[src/rtl/ci_pkg.sv]
// Shared types and constants for the custom-instruction operand sequencer.
package ci_pkg;

    localparam int CI_WIDTH = 32;
    localparam logic [CI_WIDTH-1:0] FP_QNAN = 32'h7FC00000;

    typedef enum logic [1:0] {
        IDLE  = 2'd0,
        ISSUE = 2'd1,
        WAIT  = 2'd2,
        HOLD  = 2'd3
    } ci_state_e;

    // Operand A and B always travel together as one FIFO entry.
    typedef struct packed {
        logic [CI_WIDTH-1:0] a;
        logic [CI_WIDTH-1:0] b;
    } ci_pair_t;

endpackage

[src/rtl/ci_operand_fifo.sv]
// Small operand-pair FIFO with a registered occupancy count.
module ci_operand_fifo
    import ci_pkg::*;
#(
    parameter int DEPTH = 4
) (
    input  logic                   clk,
    input  logic                   reset,
    input  logic                   push,
    input  ci_pair_t               push_data,
    input  logic                   pop,
    output ci_pair_t               head,
    output logic                   full,
    output logic                   empty,
    output logic [$clog2(DEPTH):0] count
);

    localparam int PTR_W = $clog2(DEPTH);
    localparam logic [PTR_W:0] FULL_COUNT = (PTR_W + 1)'(DEPTH);

    ci_pair_t         mem [DEPTH];
    logic [PTR_W-1:0] wr_ptr;
    logic [PTR_W-1:0] rd_ptr;
    logic             do_push;
    logic             do_pop;

    assign full    = (count == FULL_COUNT);
    assign empty   = (count == '0);
    assign do_push = push && !full;
    assign do_pop  = pop && !empty;
    assign head    = mem[rd_ptr];

    // Pointers wrap naturally because DEPTH is a power of two.
    always_ff @(posedge clk or posedge reset) begin
        if (reset) begin
            wr_ptr <= '0;
            rd_ptr <= '0;
            count  <= '0;
        end else begin
            if (do_push) begin
                wr_ptr <= wr_ptr + 1'b1;
            end
            if (do_pop) begin
                rd_ptr <= rd_ptr + 1'b1;
            end
            case ({do_push, do_pop})
                2'b10:   count <= count + 1'b1;
                2'b01:   count <= count - 1'b1;
                default: count <= count;
            endcase
        end
    end

    always_ff @(posedge clk) begin
        if (do_push) begin
            mem[wr_ptr] <= push_data;
        end
    end

endmodule

[src/rtl/ci_operand_sequencer.sv]
// Custom-instruction initiator: queues operand pairs, issues them to a multicycle
// accelerator one at a time, and returns each result (or a timeout value) on a valid/ready port.
module ci_operand_sequencer
    import ci_pkg::*;
#(
    parameter int                  DEPTH    = 4,
    parameter int                  TIMEOUT  = 1024,
    parameter logic [CI_WIDTH-1:0] TO_VALUE = FP_QNAN
) (
    input  logic                   clk,
    input  logic                   reset,
    input  logic                   in_valid,
    output logic                   in_ready,
    input  logic [CI_WIDTH-1:0]    in_dataa,
    input  logic [CI_WIDTH-1:0]    in_datab,
    output logic                   ci_start,
    output logic [CI_WIDTH-1:0]    ci_dataa,
    output logic [CI_WIDTH-1:0]    ci_datab,
    input  logic [CI_WIDTH-1:0]    ci_result,
    input  logic                   ci_done,
    output logic                   out_valid,
    input  logic                   out_ready,
    output logic [CI_WIDTH-1:0]    out_result,
    output logic                   out_timeout,
    output logic                   busy,
    output logic [$clog2(DEPTH):0] fifo_count
);

    localparam int TIMER_W = $clog2(TIMEOUT);
    localparam logic [TIMER_W-1:0] TIMER_LAST = TIMER_W'(TIMEOUT - 1);

    ci_state_e        state;
    ci_state_e        state_next;
    logic [TIMER_W-1:0] timer;

    ci_pair_t push_pair;
    ci_pair_t fifo_head;
    logic     fifo_full;
    logic     fifo_empty;
    logic     fifo_pop;

    logic load_ops;
    logic clear_timer;
    logic inc_timer;
    logic capture_done;
    logic capture_to;

    assign push_pair = {in_dataa, in_datab};
    assign in_ready  = !fifo_full;

    ci_operand_fifo #(
        .DEPTH (DEPTH)
    ) u_fifo (
        .clk       (clk),
        .reset     (reset),
        .push      (in_valid),
        .push_data (push_pair),
        .pop       (fifo_pop),
        .head      (fifo_head),
        .full      (fifo_full),
        .empty     (fifo_empty),
        .count     (fifo_count)
    );

    always_ff @(posedge clk or posedge reset) begin
        if (reset) begin
            state <= IDLE;
        end else begin
            state <= state_next;
        end
    end

    // Done is checked before the timer, so a completion on the last allowed cycle wins.
    always_comb begin
        state_next   = state;
        fifo_pop     = 1'b0;
        load_ops     = 1'b0;
        clear_timer  = 1'b0;
        inc_timer    = 1'b0;
        capture_done = 1'b0;
        capture_to   = 1'b0;
        ci_start     = 1'b0;
        out_valid    = 1'b0;
        busy         = 1'b1;
        case (state)
            IDLE: begin
                busy = 1'b0;
                if (!fifo_empty) begin
                    fifo_pop   = 1'b1;
                    load_ops   = 1'b1;
                    state_next = ISSUE;
                end
            end
            ISSUE: begin
                ci_start    = 1'b1;
                clear_timer = 1'b1;
                state_next  = WAIT;
            end
            WAIT: begin
                if (ci_done) begin
                    capture_done = 1'b1;
                    state_next   = HOLD;
                end else if (timer == TIMER_LAST) begin
                    capture_to = 1'b1;
                    state_next = HOLD;
                end else begin
                    inc_timer = 1'b1;
                end
            end
            HOLD: begin
                out_valid = 1'b1;
                if (out_ready) begin
                    state_next = IDLE;
                end
            end
            default: begin
                state_next = IDLE;
            end
        endcase
    end

    always_ff @(posedge clk or posedge reset) begin
        if (reset) begin
            ci_dataa    <= '0;
            ci_datab    <= '0;
            timer       <= '0;
            out_result  <= '0;
            out_timeout <= 1'b0;
        end else begin
            if (load_ops) begin
                ci_dataa <= fifo_head.a;
                ci_datab <= fifo_head.b;
            end
            if (clear_timer) begin
                timer <= '0;
            end else if (inc_timer) begin
                timer <= timer + 1'b1;
            end
            if (capture_done) begin
                out_result  <= ci_result;
                out_timeout <= 1'b0;
            end else if (capture_to) begin
                out_result  <= TO_VALUE;
                out_timeout <= 1'b1;
            end
        end
    end

endmodule

[config.mk]
export PLATFORM = sky130hd
export DESIGN_NAME = ci_operand_sequencer
export DESIGN_NICKNAME = d
export VERILOG_FILES = /design/src/rtl/ci_pkg.sv /design/src/rtl/ci_operand_fifo.sv /design/src/rtl/ci_operand_sequencer.sv
export SDC_FILE = /design/constraint.sdc
export NUM_CORES = 1
export LEC_CHECK = 0
export BUFFER_PORTS_ARGS = -buffer_cell sky130_fd_sc_hd__buf_2
export CORE_ASPECT_RATIO = 1.4
export CORE_UTILIZATION = 57
export DETAILED_ROUTE_END_ITERATION = 8
export PLACE_DENSITY = 0.8
export SETUP_SLACK_MARGIN = 0.2
export SKIP_CTS_REPAIR_TIMING = 1
export SYNTH_ARGS = -nofsm -noshare
export SYNTH_HDL_FRONTEND = slang
export SYNTH_SLANG_ARGS = --single-unit
[constraint.sdc]
create_clock -name clk -period 5.15 [get_ports clk]
set_clock_uncertainty 0.15 [all_clocks]
set_input_delay 1.03 -clock clk [delete_from_list [all_inputs] [get_ports clk]]
set_output_delay 1.03 -clock clk [all_outputs]
set_load 0.01 [all_outputs]
After elaboration in Yosys (flattened, before gate mapping)
Memories as Yosys holds them, arrays and structs flattened. A register that Yosys moved wholly into a read port is not among the register bits. Index checks and enable logic that the tools add are counted.

Register bits after elaboration: 52. Bits in writable memories: 256. Bits of input ports: 101. Output and inout bits: 104. Logic and storage cells: 60. Memories kept: 1.

Add/subtract/negate cells: 5. Eq/ne operators: 10. Mux-type cells: 27. Reductions and logical operators: 10.

Memories: u_fifo.mem (words 4, bits a word 64, read ports 1, clocked after Yosys merged registers in 1, write ports 1, RTL line ci_operand_fifo.sv:21) `ci_pair_t mem [DEPTH];`.

Operator list (number): $mux W32 (2); $mux W10 (2); $mux W1 (17); $add A10 B1 Y10 const B (1); $eq A10 B10 Y1 const B (1); $mux W2 (4); $pmux W2 S4 (1); $eq A2 B2 Y1 const B (3); $pmux W3 S2 (1); $reduce_bool A2 Y1 (3); $add A2 B1 Y2 const B (2); $eq A2 B1 Y1 const B (2); $ne A2 B2 Y1 const B (2); $add A3 B1 Y3 const B (1); $eq A3 B3 Y1 const B (1); $logic_not A3 Y1 (1); $ne A3 B3 Y1 const B (1); $reduce_and A3 Y1 (1); $sub A3 B1 Y3 const B (1); $logic_and A1 B1 Y1 (2); $logic_not A1 Y1 (2); $logic_not A2 Y1 (1).

Logic depth before layout (Yosys ltp)
Depth after elaboration: 6. Mapped depth: 11. Gate-level depth less buffers: 10.

Hierarchy
From an unflattened synthesis, not the netlist that was laid out.

Cell total of the unflattened synthesis: 663. Area total of the unflattened synthesis: 13968.4 µm².

By module, submodules not included: ci_operand_fifo (instances 1, cells each 372, area each 9659.3 µm², sequential area each 7862.5 µm²); ci_operand_sequencer (instances 1, cells each 291, area each 4309.1 µm², sequential area each 2727.6 µm²).

Least setup slack after synthesis
OpenSTA, ideal clock, no wires.

Kind: in2reg. From: input port in_valid. To: memory u_fifo.mem[1][0] (netlist bit) (enable). Library setup time: 0.429 ns. Arrival: 2.585 ns. Required time: 4.571 ns. Setup slack: 1.986 ns. Cell stages on the path: 1. Path buffers: 0. Cell sequence: and3_1.

Cells in the longest elaborated chain, start to end: 3.

RTL lines: from (decl) (RTL line ci_operand_sequencer.sv:12) `input logic in_valid,`; $logic_and A1 B1 Y1 (RTL line ci_operand_fifo.sv:29) `assign do_push = push && !full;`; $mux W1 (RTL line ci_operand_fifo.sv:55) `if (do_push) begin`; $mux W1 (implied by the code) (RTL line ci_operand_fifo.sv:56) `mem[wr_ptr] <= push_data;`; to (decl) (RTL line ci_operand_fifo.sv:21).

Every way passes these cells.

Final worst setup path
From: register state[1]. To: output port ci_start.

Cells in the longest elaborated chain, start to end: 2.

RTL lines: from (decl) (RTL line ci_operand_sequencer.sv:32) `ci_state_e state;`; from (signal assigned) (RTL line ci_operand_sequencer.sv:69) `state <= state_next;`; $eq A2 B1 Y1 (RTL line ci_operand_sequencer.sv:85) `case (state)`; $mux W1 (RTL line ci_operand_sequencer.sv:85); to (decl) (RTL line ci_operand_sequencer.sv:16) `output logic ci_start,`.

Every way passes these cells.

==> results.toml <==
[sta]
max_freq_mhz = 356
setup_viol = 0
whs_ns = 0.333
fin_crit_ns = 2.81
drv_slew = 0
max_slew.worst_pin.slew_ns = 1.01
setup_tns_ns = 0
finalHoldViolCount = 0
fin_crit_sh_pct = 54.6
maxSlewHeadroom_pct = 32.5
layout_setup_ws_ns = 2.34
rsz0062_at_grt = "false"

[finish]
final_common_cell = "edfxtp_1"
layout-drive-gt1-share_pct = 44.0
fin_util_pct = 68.4
finalNetCount = 987
syn_to_final_growth_pct = 17.6
final_cell_mix = "256 x edfxtp_1, 204 x buf_2, 114 x dfrtp_1"

[route]
avgViaCountPerCell = 5.61
drtIter0Drc = 314
wl_per_cell_um = 21.4
ant_nets = 0
drc = 0
wl_um = 25900
drt_first_pass_iters = 4
dr_total_vias = 6807

[synthesis]
synth_top_area_share_pct = 55.1
yosys.area.top_type = "edfxtp_1"
synth-edff-count = 256
synth_area_mm2 = 0.0139
postSynthAreaPerCell_um2 = 21.2
synth.area.top_cells = "edfxtp_1 55%, dfrtp_1 21%, mux4_2 10%"
netlist_instances = 658
syn_nets = 770
ys_ff_latch = 372
yosysUniqueCellTypes = 46
yosysWarnings = 0
synth-main-ff-cell = "edfxtp_1"
synth_async_sr_flop_share_pct = 31.2
synth-seq-area-share_pct = 76.0

[power_and_ir_drop]
power_density_mw_per_mm2 = 605
finalPower_uw = 9910
pwr-share-comb_pct = 27.5
seqPwrFrac_pct = 46.9
p_int_uw = 7020
p_clk_share_pct = 25.6
sw_frac_of_total_pct = 29.1
ir_drop_v = 0.000397
p_leak_uw = 0.00628
switching_power_uw = 2890

[worst_setup_path]
crit_family = "adder cells"
crit_fanout = 12
worstSetupPathType = "reg -> out"
endpoint_kind = "primary output"
crit_chain = "inv_1 > ha_1 > buf_2"
cp_slowest_stage_delay_ns = 0.42
critical_path_arrival_ns = 1.63
critPathBufInv = 2
worst-endpoint-required_ns = 3.97
critical_path.startpoint_type = "register"
slowest_stage = "ha_1"

[cts]
clk_latency_ns = 0.52
cts_buffers = 35
htree_num_levels = 2
cts_tree = "built"
cts.clk_slew.worst_paths_ns = 0.06
numClockSinks = 372
clock_tree.root_cell = "clkbuf_16"
ctsLongestPathBuffers = 3

[flow_run]
max_cap_viol_count = 0

[floorplan]
initial_core_util_pct = 58.2
die-area_mm2 = 0.0251
rows = 67
io_pins = 205
die_w_um = 134
core_region_area_mm2 = 0.0240
fp.dieH_um = 187

[global_route]
grt_pass1_vias = 7142
gr-total-overflow = 0
track_usage_pct = 21.5
grt_pass1_wl_um = 39900
grt_max_degree = 72
antenna_found_initial = 3

[place]
gp_congestion = 0.766
dp_slack_ns = 2.45
hpwl_um = 15000
io_buffers = 204

[hold_path]
hold_path.class = "reg -> reg"

[status]
status = "complete, no violations"
## flip-flops by register name (all words and copies together) (netlist names)
register and cells:
u_fifo.mem 256, ci_dataa 32, u_fifo.count 3, out_result 32, ci_datab 32, timer 10
u_fifo.rd_ptr 2, state 2, out_timeout 1, u_fifo.wr_ptr 2
## per-stage QoR
stage	cell area, um2	std cells
final	16400	1213
after global routing	16400	1212
after CTS	16400	1212
after detailed placement	15200	1148
after global placement	15200	1148
after floorplan	13900	658
## cell families after synthesis
group | synth area share, %
AND/OR/NAND/NOR | 1.99
adder cells (fa/ha/maj) | 1.04
XOR/XNOR | 0.565
buffers and inverters | 1.61
flip-flops | 76.0
AO/OA/AOI/OAI | 2.86
multiplexers | 16.0
## cells in the mapped netlist, drive strengths merged, types with 6 or more instances
library cell and instances:
edfxtp 256, ha 10, mux2 66, mux4 64, a21oi 6, buf 22
nor2 12, inv 12, dfrtp 116, a22o 23, o22a 9, clkbuf 7
## power groups by stage
stage	registers (uW)	clock network, uW	logic [uW]
2_1_floorplan	4630	0	1910
3_3_place_gp	4680	0	2700
3_5_place_dp	4710	0	2760
4_1_cts	4670	2590	2780
5_1_grt	4750	2710	2960
6_report	4650	2540	2720
## final cells by class
type	instances	area (um2)
Clock inverter	13	131
Antenna cell	1	2.50
Timing Repair Buffer	209	1060
Fill cell	1532	7580
Inverter	12	48.8
Sequential cell	372	10600
Multi-Input combinational cell	245	3150
Clock buffer	51	1020
Tap cell	310	388
## routing by layer
metal  vias up  GRT usage, %  share of wire (%)
li1       3067             -                  -
met1      3491          25.9                 39
met2       207          38.5                 54
met3        38          4.44                5.2
met4         4          6.48                2.0
met5         -             0               0.10
## final timing paths
kind                                   end    startpoint  slack [ns]  cells past startpoint
setup / recovery                  ci_start      state[1]        2.34                      3
hold / removal                ci_dataa[13]  ci_dataa[13]        0.33                      1
setup reg to reg           u_fifo.count[1]      state[0]        2.51                      8
hold reg to reg               ci_dataa[13]  ci_dataa[13]        0.33                      1
max in group asynchronous      ci_datab[2]         reset        3.35                      3
min in group asynchronous      ci_dataa[0]         reset        0.58                      2
No activity file was read; power rests on OpenSTA's default activity.
